[src/rtl/mem_access.sv]
// mem_access: memory-access pipeline stage that sits after the execute stage.
// Loads and stores go over a req/ack data bus that allows one outstanding
// transaction. Load data is aligned and sign- or zero-extended. Store data is
// replicated across the byte lanes and the byte enables are generated from the
// address. A misaligned access raises an exception and never reaches the bus.
// Every other instruction passes through to write-back in one cycle.
//
// Ports:
//   clk_i, rst_i             clock, synchronous active-high reset
//   stall_i, flush_i         hold / clear the write-back output registers
//   pc_i .. exceptionpc_i    instruction fields from the execute stage
//   bus_*_o, bus_*_i         single-outstanding data bus (req held until ack)
//   pc_o .. system_ret_o     registered fields to write-back
//   mem_stall_o              combinational request to stall IF..EXE
module mem_access #(
  parameter int unsigned XLEN = 32
) (
  input  logic            clk_i,
  input  logic            rst_i,
  input  logic            stall_i,
  input  logic            flush_i,
  input  logic [XLEN-1:0] pc_i,
  input  logic [XLEN-1:0] rd_data_i,
  input  logic [XLEN-1:0] mem_addr_i,
  input  logic [4:0]      rd_addr_i,
  input  logic            rd_we_i,
  input  logic            mem_re_i,
  input  logic            mem_we_i,
  input  logic [2:0]      opfunc3_i,
  input  logic [11:0]     csr_addr_i,
  input  logic [XLEN-1:0] csr_data_i,
  input  logic            csr_we_i,
  input  logic            system_ret_i,
  input  logic [XLEN-1:0] exception_i,
  input  logic [XLEN-1:0] exceptionpc_i,
  output logic            bus_req_o,
  output logic            bus_we_o,
  output logic [XLEN-1:0] bus_addr_o,
  output logic [XLEN-1:0] bus_wdata_o,
  output logic [3:0]      bus_be_o,
  input  logic [XLEN-1:0] bus_rdata_i,
  input  logic            bus_ack_i,
  output logic [XLEN-1:0] pc_o,
  output logic [XLEN-1:0] rd_data_o,
  output logic [XLEN-1:0] csr_data_o,
  output logic [XLEN-1:0] exception_o,
  output logic [XLEN-1:0] exceptionpc_o,
  output logic [4:0]      rd_addr_o,
  output logic [11:0]     csr_addr_o,
  output logic            rd_we_o,
  output logic            csr_we_o,
  output logic            system_ret_o,
  output logic            mem_stall_o
);

  typedef enum logic [1:0] {
    IDLE = 2'd0,
    BUSY = 2'd1,
    DONE = 2'd2
  } state_t;

  localparam logic [XLEN-1:0] EXC_LOAD_MISALIGNED  = XLEN'(4);
  localparam logic [XLEN-1:0] EXC_STORE_MISALIGNED = XLEN'(6);

  state_t          state;
  logic            drop;       // flushed while BUSY: discard the result on ack
  logic [2:0]      ld_func3;   // load size/sign latched at request time
  logic [1:0]      ld_lane;    // load byte lane latched at request time
  logic [XLEN-1:0] load_res;   // formatted load data awaiting write-back

  logic [1:0]      lane;
  logic            access;
  logic            misaligned;
  logic [3:0]      st_be;
  logic [XLEN-1:0] st_wdata;
  logic [7:0]      ld_byte;
  logic [15:0]     ld_half;
  logic [XLEN-1:0] ld_fmt;

  // Access decode and stall request
  always_comb begin
    lane       = mem_addr_i[1:0];
    access     = (mem_re_i | mem_we_i) & (exception_i == '0);
    misaligned = access &
                 (((opfunc3_i[1:0] == 2'b01) & lane[0]) |
                  ((opfunc3_i[1:0] == 2'b10) & (lane != 2'b00)));
    // The drop term keeps the pipe stalled until a flushed transaction is
    // acknowledged, even though the flushed instruction is no longer presented.
    mem_stall_o = (access & ~misaligned & (state != DONE)) |
                  ((state == BUSY) & drop);
  end

  // Store lane replication and byte enables
  always_comb begin
    st_be    = 4'b0000;
    st_wdata = rd_data_i;
    case (opfunc3_i[1:0])
      2'b00: begin
        st_be    = 4'b0001 << lane;
        st_wdata = {4{rd_data_i[7:0]}};
      end
      2'b01: begin
        st_be    = 4'b0011 << {lane[1], 1'b0};
        st_wdata = {2{rd_data_i[15:0]}};
      end
      2'b10: begin
        st_be    = 4'b1111;
        st_wdata = rd_data_i;
      end
      default: begin
        st_be    = 4'b0000;
        st_wdata = rd_data_i;
      end
    endcase
  end

  // Load lane selection and extension
  always_comb begin
    case (ld_lane)
      2'd0:    ld_byte = bus_rdata_i[7:0];
      2'd1:    ld_byte = bus_rdata_i[15:8];
      2'd2:    ld_byte = bus_rdata_i[23:16];
      default: ld_byte = bus_rdata_i[31:24];
    endcase
    ld_half = ld_lane[1] ? bus_rdata_i[31:16] : bus_rdata_i[15:0];
    case (ld_func3)
      3'b000:  ld_fmt = {{24{ld_byte[7]}}, ld_byte};
      3'b100:  ld_fmt = {24'h000000, ld_byte};
      3'b001:  ld_fmt = {{16{ld_half[15]}}, ld_half};
      3'b101:  ld_fmt = {16'h0000, ld_half};
      3'b010:  ld_fmt = bus_rdata_i;
      default: ld_fmt = '0;
    endcase
  end

  // Bus FSM
  always_ff @(posedge clk_i) begin
    if (rst_i) begin
      state       <= IDLE;
      drop        <= 1'b0;
      bus_req_o   <= 1'b0;
      bus_we_o    <= 1'b0;
      bus_addr_o  <= '0;
      bus_wdata_o <= '0;
      bus_be_o    <= '0;
      ld_func3    <= '0;
      ld_lane     <= '0;
      load_res    <= '0;
    end else begin
      case (state)
        IDLE: begin
          // A flushed instruction must not start a transaction (stores have
          // side effects on the bus).
          if (access & ~misaligned & ~flush_i) begin
            state       <= BUSY;
            bus_req_o   <= 1'b1;
            bus_we_o    <= mem_we_i;
            bus_addr_o  <= {mem_addr_i[XLEN-1:2], 2'b00};
            bus_wdata_o <= st_wdata;
            bus_be_o    <= st_be;
            ld_func3    <= opfunc3_i;
            ld_lane     <= lane;
          end
        end
        BUSY: begin
          if (bus_ack_i) begin
            bus_req_o <= 1'b0;
            drop      <= 1'b0;
            if (drop | flush_i) begin
              state <= IDLE;
            end else begin
              state <= DONE;
              if (~bus_we_o) load_res <= ld_fmt;
            end
          end else if (flush_i) begin
            drop <= 1'b1;
          end
        end
        DONE: begin
          if (flush_i | ~stall_i) state <= IDLE;
        end
        default: state <= IDLE;
      endcase
    end
  end

  // Write-back output registers. Reset/flush and the memory-stall bubble both
  // clear; stall_i holds, and it outranks the bubble.
  always_ff @(posedge clk_i) begin
    if (rst_i | flush_i | (~stall_i & mem_stall_o)) begin
      pc_o          <= '0;
      rd_data_o     <= '0;
      csr_data_o    <= '0;
      exception_o   <= '0;
      exceptionpc_o <= '0;
      rd_addr_o     <= '0;
      csr_addr_o    <= '0;
      rd_we_o       <= 1'b0;
      csr_we_o      <= 1'b0;
      system_ret_o  <= 1'b0;
    end else if (~stall_i) begin
      pc_o         <= pc_i;
      rd_data_o    <= (access & mem_re_i & ~misaligned) ? load_res : rd_data_i;
      csr_data_o   <= csr_data_i;
      rd_addr_o    <= rd_addr_i;
      csr_addr_o   <= csr_addr_i;
      system_ret_o <= system_ret_i;
      if (misaligned) begin
        exception_o   <= mem_re_i ? EXC_LOAD_MISALIGNED : EXC_STORE_MISALIGNED;
        exceptionpc_o <= pc_i;
        rd_we_o       <= 1'b0;
        csr_we_o      <= 1'b0;
      end else begin
        exception_o   <= exception_i;
        exceptionpc_o <= exceptionpc_i;
        rd_we_o       <= rd_we_i;
        csr_we_o      <= csr_we_i;
      end
    end
  end

endmodule

[config.mk]
export PLATFORM = sky130hd
export DESIGN_NAME = mem_access
export DESIGN_NICKNAME = d
export VERILOG_FILES = /design/src/rtl/mem_access.sv
export SDC_FILE = /design/constraint.sdc
export NUM_CORES = 1
export LEC_CHECK = 0
export BUFFER_PORTS_ARGS = -buffer_cell sky130_fd_sc_hd__buf_4
export CORE_AREA = 2 2 196 198
export DETAILED_ROUTE_END_ITERATION = 6
export DIE_AREA = 0 0 198 200
export GPL_TIMING_DRIVEN = 1
export HOLD_SLACK_MARGIN = 0.15
export SKIP_LAST_GASP = 1
export SLEW_MARGIN = 20
export SYNTH_ARGS = -nofsm -noshare
export SYNTH_HDL_FRONTEND = slang
export SYNTH_SLANG_ARGS = --single-unit
[constraint.sdc]
create_clock -name clk_i -period 3.3 [get_ports clk_i]
set_clock_uncertainty 0.05 [all_clocks]
set_input_delay 0.495 -clock clk_i [delete_from_list [all_inputs] [get_ports clk_i]]
set_output_delay 0.495 -clock clk_i [all_outputs]
set_load 0.05 [all_outputs]
# --- Word-level counts from Yosys, hierarchy flattened ---
# Index checks and enable logic that the tools add are counted.
op_classes:
  muxes: 21
  n_shift: 2
  n_eq_ne: 14
  n_bitwise: 23
  n_reduce_logical: 13
op_table:
  columns: ["op", "count"]
  rows:
  - ["one-hot mux 32 bit (5 select lines)", 1]
  - ["2-to-1 mux 32 bit", 3]
  - ["one-hot mux 32 bit (2 select lines)", 1]
  - ["logical NOT 32 bit", 1]
  - ["one-hot mux 8 bit (3 select lines)", 1]
  - ["2-to-1 mux 16 bit", 1]
  - ["one-hot mux 4 bit (3 select lines)", 1]
  - ["bitwise AND 1 bit", 11]
  - ["2-to-1 mux 2 bit", 5]
  - ["inequality test 2 bit, second input constant", 4]
  - ["OR 1 bit", 7]
  - ["== test 2 x 1 -> 1 bit, second input constant", 3]
  - ["== test 2 bit, second input constant", 3]
  - ["== test 3 bit, second input constant", 2]
  - ["logical NOT 2 bit", 3]
  - ["2-to-1 mux 1 bit", 6]
  - ["one-hot mux 2 bit (3 select lines)", 1]
  - ["AND reduction 3 bit", 2]
  - ["nonzero test 2 bit", 3]
  - ["inverter 1 bit", 5]
  - ["AND reduction 2 bit", 2]
  - ["AND reduction 4 bit", 1]
  - ["left shift 1 x 2 -> 4 bit, first input constant", 1]
  - ["left shift 2 x 2 -> 4 bit, first input constant", 1]
  - ["4 further kinds", 4]
word_totals:
  output_inout_bits: 251
  elab_cells: 93
  ff_bits: 288
  input_bits: 254

# --- Longest topological paths before layout ---
# Gate-level depths: netlist (run 1).
logic_depth:
  ltp_word: 10
  depth_mapped: 9

# --- Least setup slack after synthesis (run 1) ---
# OpenSTA, ideal clock, no wires.
synth_path:
  path_type: "input to output"
  from: "in exception_i[15]"
  to: "out mem_stall_o"
  arrival_ns: 2.237
  slack_ns: 0.518
  t_required_ns: 2.755
  path_stages: 8
  path_buffers: 3
  path_cell_list: "nor4_1 -> nand2_1 -> or3_1 -> buf_2 -> clkbuf_1 -> clkbuf_1 -> nor3_1 -> a21o_1"
synth_via:
  elab_chain_len: 7
synth_lines:
  columns: ["item", "line", "source"]
  rows:
  - ["from (decl)", "34", "input logic [XLEN-1:0] exception_i,"]
  - ["logical NOT 32 bit (*)", "83", "access = (mem_re_i | mem_we_i) & (exception_i == '0);"]
  - ["bitwise AND 1 bit (*)", "83", null]
  - ["bitwise AND 1 bit", "84", "misaligned = access &"]
  - ["inverter 1 bit", "89", "mem_stall_o = (access & ~misaligned & (state != DONE)) |"]
  - ["bitwise AND 1 bit (*) (2 in a row)", "89", null]
  - ["OR 1 bit (*)", "89", null]
  - ["to (decl)", "53", "output logic mem_stall_o"]
# Mark *: on every way between the ends. The rest lies on a longest branch, timed or not.

# --- Worst setup path after layout (run 1) ---
layout_path:
  from: "in exception_i[24]"
  to: "out mem_stall_o"
# Same word-level chain as after synthesis.

==> flow_summary.ini, run 1 <==
[outcome]
outcome = complete, no violations

[power_and_ir_drop]
p_leak_nw = 7.39
internal_power_w = 0.00632
pwr-share-seq_pct = 42.1
clock_power_share_pct = 43.7
p_per_area_mw_per_mm2 = 479
swShare_pct = 26.2
ir_worst_vdd_mv = 0.381
combPwrFrac_pct = 14.2
p_sw_w = 0.00224

[worst_setup_path]
crit_type = primary input to primary output
worstReg2RegEnd = load_res[5]
cp-startpoint = exception_i[24]
required_ns = 2.75
r2r_cells = 5
cp-start-kind = primary input
r2r_slack_ns = 0.90
arrival_ns = 2.64
endpoint_kind = primary output
r2r-start = ld_lane[1]
cp_max_fo = 5

[yosys]
yosys_warnings = 0
ys_ff_latch = 288
ys_async_sr_fraction_pct = 0
synth.distinct_cells = 45
yosysTopAreaCell = dfxtp_1
synth_area_sq_mm = 0.0117
synthCells = 1254
synth-edff-count = 0
synth_top_cell_area_share_pct = 49.4
ys_top_cells_by_count = dfxtp_1 (288), o21ai_0 (170), clkbuf_1 (116)
ys_seq_area_share_pct = 49.4
ys_top_cells_by_area = dfxtp_1 (49%), a22o_1 (8.4%), o21ai_0 (7.3%), nand4_1 (4.6%), a21oi_1 (4.2%)
synth.avg_cell_area_sq_um = 9.32
synth_flop_cell = dfxtp_1
yosysMostFrequentCell = dfxtp_1

[die]
die_w_um = 198
core_sq_mm = 0.0374
die_h_um = 200
ios = 505
die-area_sq_mm = 0.0396
initial_utilization_pct = 31.2
fp-row-count = 71

[sta]
setup_tns_ns = 0
rsz0062_at_grt = no
worst_pin_slew_ns = 0.864
hold_violations = 0
post-route-period-util_pct = 96.6
period_needed_ns = 3.19
max_freq_mhz = 314
relSlewSlack_pct = 42.2
slew_viol_final = 0
setup_slack_ns = 0.113
setup_viol = 0

[global_route]
grt_pass1_wl_um = 70700
grt_pass1_vias = 11695
grt_overflow = 0
antenna_found_initial = 2
grtUsageTotal_pct = 23.0
grt_max_degree = 99

[layout]
drive_gt1_share_pct = 33.9
area_delta_synth_final_pct = 53.2
fin_nets = 2028

[placement]
place_ws_ns = 0.327
hpwlAfterDp_um = 33800
portBuffers = 502
routabilityCongestion = 0.883

[cts]
clk-insertion-delay-late_ns = 0.52
cts_tree = yes
clk_pin_slew_worst_paths_ns = 0.06
htreeDepth = 2
cts.path.max_buffers = 3
numCtsBuffers = 34
cts.sinks = 288
cts_root_buf = clkbuf_16

[routing]
drc = 0
vias = 12402
post_drt_wl_per_cell_um = 21.1
drt_iter0_drc = 962
via_per_inst = 5.37
first_pass_iters = 6
ant_nets = 0
routed_wl_um = 48800

[min_path]
hold_start = exception_i[22]
hold_end = exception_o[22]
hold_depth = 2
worstHoldPathType = primary input to register

[run]
cap_violations = 0
==> registers in the layout, summed over array words and instances, names as in the netlist, 3 cells and up <==
| register | flops |
|---|---|
| csr_data_o | 32 |
| rd_addr_o | 5 |
| ld_func3 | 3 |
| rd_data_o | 32 |
| exception_o | 32 |
| csr_addr_o | 12 |
| load_res | 32 |
| bus_be_o | 4 |
| bus_wdata_o | 32 |
| bus_addr_o | 30 |
| exceptionpc_o | 32 |
| pc_o | 32 |
==> how the worst max path moves through the flow <==
stage / to / slack (ns) / cells after the start
after floorplan: mem_stall_o / 0.52 / 8
after global placement: bus_wdata_o[11] / 0.39 / 8
after detailed placement: bus_wdata_o[15] / 0.33 / 8
after CTS: mem_stall_o / 0.07 / 8
after global routing: mem_stall_o / 0.009 / 8
final: mem_stall_o / 0.11 / 8
==> repair_timing <==
item | CTS | global route
hold buffers | 92 | 0
resized for setup | 0 | 1
setup endpoints to repair | 0 | 1
setup buffers | 0 | 2
endpoints found under the hold margin | 92 | 0
==> per-stage QoR <==
stage	utilization, %	hold slack, ns	cells	power [W]	area, sq um
floorplan	-	0.375	1255	0.00426	11700
detailed placement	42.3	0.388	2155	0.00479	15800
CTS	47.8	0.150	2304	0.00863	17900
finish	47.8	0.171	2308	0.00856	17900
global route	47.8	0.157	2308	0.00883	17900
global placement	42.3	0.384	2155	0.00479	15800
==> power groups by stage <==
stage / Sequential (W) / Clock, W / Combinational, W
final: 0.00361 / 0.00374 / 0.00121
after global routing: 0.00362 / 0.00394 / 0.00127
after CTS: 0.00361 / 0.00382 / 0.00120
after detailed placement: 0.00368 / 0 / 0.00111
after global placement: 0.00368 / 0 / 0.00110
after floorplan: 0.00395 / 0 / 0.000305
==> worst max-delay path: stages <==
cell	delay, ns
dlygate4sd3_1	0.56
buf_4	0.16
nor4_1	0.30
nand3_1	0.18
or3_4	0.40
nor3_1	0.19
a21o_1	0.13
buf_4	0.21
==> layer usage <==
layer,wire (um),track usage (%),vias to the layer above
met3,3720,4.44,89
met1,21100,31.8,5892
met2,22500,35.8,601
li1,-,-,5820
met4,1540,7.99,0
met5,0,0,-
==> cell families after synthesis <==
logic type / Yosys count / synth area share [%]
other: 1 / 0.0321
buffers and inverters: 179 / 6.49
XOR/XNOR: 1 / 0.0750
AO/OA/AOI/OAI: 529 / 30.2
multiplexers: 33 / 3.79
AND/OR/NAND/NOR: 223 / 10.0
flip-flops: 288 / 49.4
==> area by class of cell <==
| class | count | area (sq um) |
|---|---|---|
| fill | 3518 | 19500 |
| sequential | 288 | 5770 |
| multi-input combinational | 788 | 5230 |
| timing repair buffer | 626 | 5000 |
| clock buffer | 50 | 1040 |
| tap | 511 | 639 |
| inverter | 36 | 135 |
| clock inverter | 7 | 65.1 |
| antenna | 2 | 5.00 |
==> placed cells by master, fill, tap and decap left out, types with 6 or more instances in the layout <==
cell / Yosys / layout
buf_4: 2 / 528
dfxtp_1: 288 / 288
o21ai_0: 170 / 170
a22o_1: 112 / 112
a21oi_1: 99 / 99
dlygate4sd3_1: 0 / 92
nand4_1: 85 / 85
nand2_1: 68 / 68
clkbuf_16: 0 / 37
inv_1: 35 / 35
a221oi_1: 34 / 34
a31oi_1: 33 / 33
a32oi_1: 32 / 32
mux2i_1: 24 / 24
or3_1: 18 / 17
nor2_1: 18 / 17
a21o_1: 11 / 11
mux4_2: 9 / 9
a22oi_1: 9 / 9
nor2b_1: 8 / 8
a2bb2oi_1: 8 / 7
nor4_1: 9 / 7
clkbuf_8: 0 / 7
a222oi_1: 6 / 6
clkbuf_1: 116 / 6
buf_12: 0 / 6
(Power assumes the default switching activity.)
==> inputs of run 2 (changes only) <==
- CTS_BUF_LIST: unset -> sky130_fd_sc_hd__clkbuf_2 sky130_fd_sc_hd__clkbuf_4 sky130_fd_sc_hd__clkbuf_8
==> run 2 against run 1 <==
  * Non-clock buffer count rose by 124
  * Register-to-register slack is essentially flat
  * Die area unchanged
  * First-iteration DRC count shrank 5.7%
  * Total power down 3.1%
  * Core utilization up 3.1 points
  * Global-route usage rose by 0.95 points
==> flow_summary.ini, run 2 (synthesis gave the netlist of run 1 again) <==
[worst_setup_path]
arrival_ns = 2.70
endpoint_kind = primary output
cp_max_fo = 5
r2r_cells = 5
crit_type = primary input to primary output
required_ns = 2.75
cp-start-kind = primary input

[global_route]
antenna_found_initial = 5
grt_overflow = 0
grt_max_degree = 99
grt_pass1_wl_um = 73400
grt_pass1_vias = 12581
grtUsageTotal_pct = 23.9

[layout]
utilization_pct = 50.9
drive_gt1_share_pct = 33.0
final_cell_mix = buf_4 (528), dfxtp_1 (288), dlygate4sd3_1 (216)
area_delta_synth_final_pct = 63.0
final_common_cell = buf_4
fin_nets = 2168

[cts]
clk-insertion-delay-late_ns = 0.60
cts_root_buf = clkbuf_8
cts.sinks = 288
numCtsBuffers = 50
clk_pin_slew_worst_paths_ns = 0.06
cts_tree = yes
htreeDepth = 2
cts.path.max_buffers = 3

[die]
core_sq_mm = 0.0374
die_h_um = 200
die_w_um = 198
initial_utilization_pct = 31.2
fp-row-count = 71
ios = 505
die-area_sq_mm = 0.0396

[power_and_ir_drop]
pwr-share-seq_pct = 43.5
p_leak_nw = 7.90
internal_power_w = 0.00602
combPwrFrac_pct = 16.2
p_per_area_mw_per_mm2 = 436
ir_worst_vdd_mv = 0.307
swShare_pct = 27.4
p_sw_w = 0.00227
clock_power_share_pct = 40.3

[routing]
post_drt_wl_per_cell_um = 20.6
first_pass_iters = 6
drt_iter0_drc = 907
via_per_inst = 5.33
drc = 0
routed_wl_um = 50600
ant_nets = 0
vias = 13096

[sta]
setup_tns_ns = 0
setup_viol = 0
slew_viol_final = 0
max_freq_mhz = 308
worst_pin_slew_ns = 0.861
hold_violations = 0
relSlewSlack_pct = 42.4
post-route-period-util_pct = 98.3
period_needed_ns = 3.24

[min_path]
worstHoldPathType = primary input to register
hold_depth = 3

[placement]
hpwlAfterDp_um = 33800
routabilityCongestion = 0.883
portBuffers = 502

[run]
cap_violations = 0

[outcome]
outcome = complete, no violations
[run 2: cell types whose count changed in the layout (fill, tap and decap cells not counted), sizes merged]
cell | previous run | this run
dlygate4sd3 | 92 | 216
clkinv | 4 | 3
diode | 2 | 4
clkbuf | 50 | 76
[run 2: worst paths after layout]
check	from	to	slack, ns
max	exception_i[15]	mem_stall_o	0.06
min	rd_data_i[14]	rd_data_o[14]	0.21
max reg2reg	ld_lane[1]	load_res[6]	0.90
min reg2reg	rd_data_o[5]	rd_data_o[5]	0.40
[run 2: cell type report]
class                      count  area [sq um]
antenna                        4          10.0
clock buffer                  76           940
clock inverter                 6          60.1
fill                        3402         18400
inverter                      36           135
multi-input combinational    788          5250
sequential                   288          5770
tap                          511           639
timing repair buffer         750          6250
[run 2: power by group through the flow]
stage          Sequential (W)  Clock (W)  Combinational, W
4_1_cts               0.00361    0.00342           0.00133
3_5_place_dp          0.00368          0           0.00111
5_1_grt               0.00362    0.00357           0.00141
3_3_place_gp          0.00368          0           0.00110
6_report              0.00361    0.00334           0.00134
2_1_floorplan         0.00395          0          0.000305
[run 2: stage by stage]
step           setup WS [ns]  hold WS (ns)  cell area, sq um  power (W)  std cells
2_1_floorplan          0.518         0.375             11700    0.00426       1255
3_3_place_gp           0.393         0.384             15800    0.00479       2155
3_5_place_dp           0.327         0.388             15800    0.00479       2155
4_1_cts               0.0163         0.153             19000    0.00836       2453
5_1_grt              -0.0191         0.185             19000    0.00859       2458
6_report              0.0565         0.208             19000    0.00830       2459
[run 2: worst max-delay path, cell delays in order]
cell and delay (ns):
dlygate4sd3_1 0.55, buf_4 0.16, nor4_2 0.32, nand2_1 0.16, or3_4 0.46, nor3_1 0.19, a21o_1 0.14, buf_4 0.21
[run 2: routing by layer]
metal	part of all wire (%)	GRT usage [%]	wire length, um
met1	42	31.4	21300
met5	0.041	0	21
met3	8.6	5.95	4360
met4	3.1	9.50	1580
met2	46	37.8	23400
[run 2: timing repair]
| item | 4_1_cts | 5_1_grt |
|---|---|---|
| setup endpoints to repair | 0 | 1 |
| resized for setup | 0 | 3 |
| setup buffers | 0 | 2 |
| hold endpoints to repair | 229 | 0 |
| hold buffers | 216 | 0 |
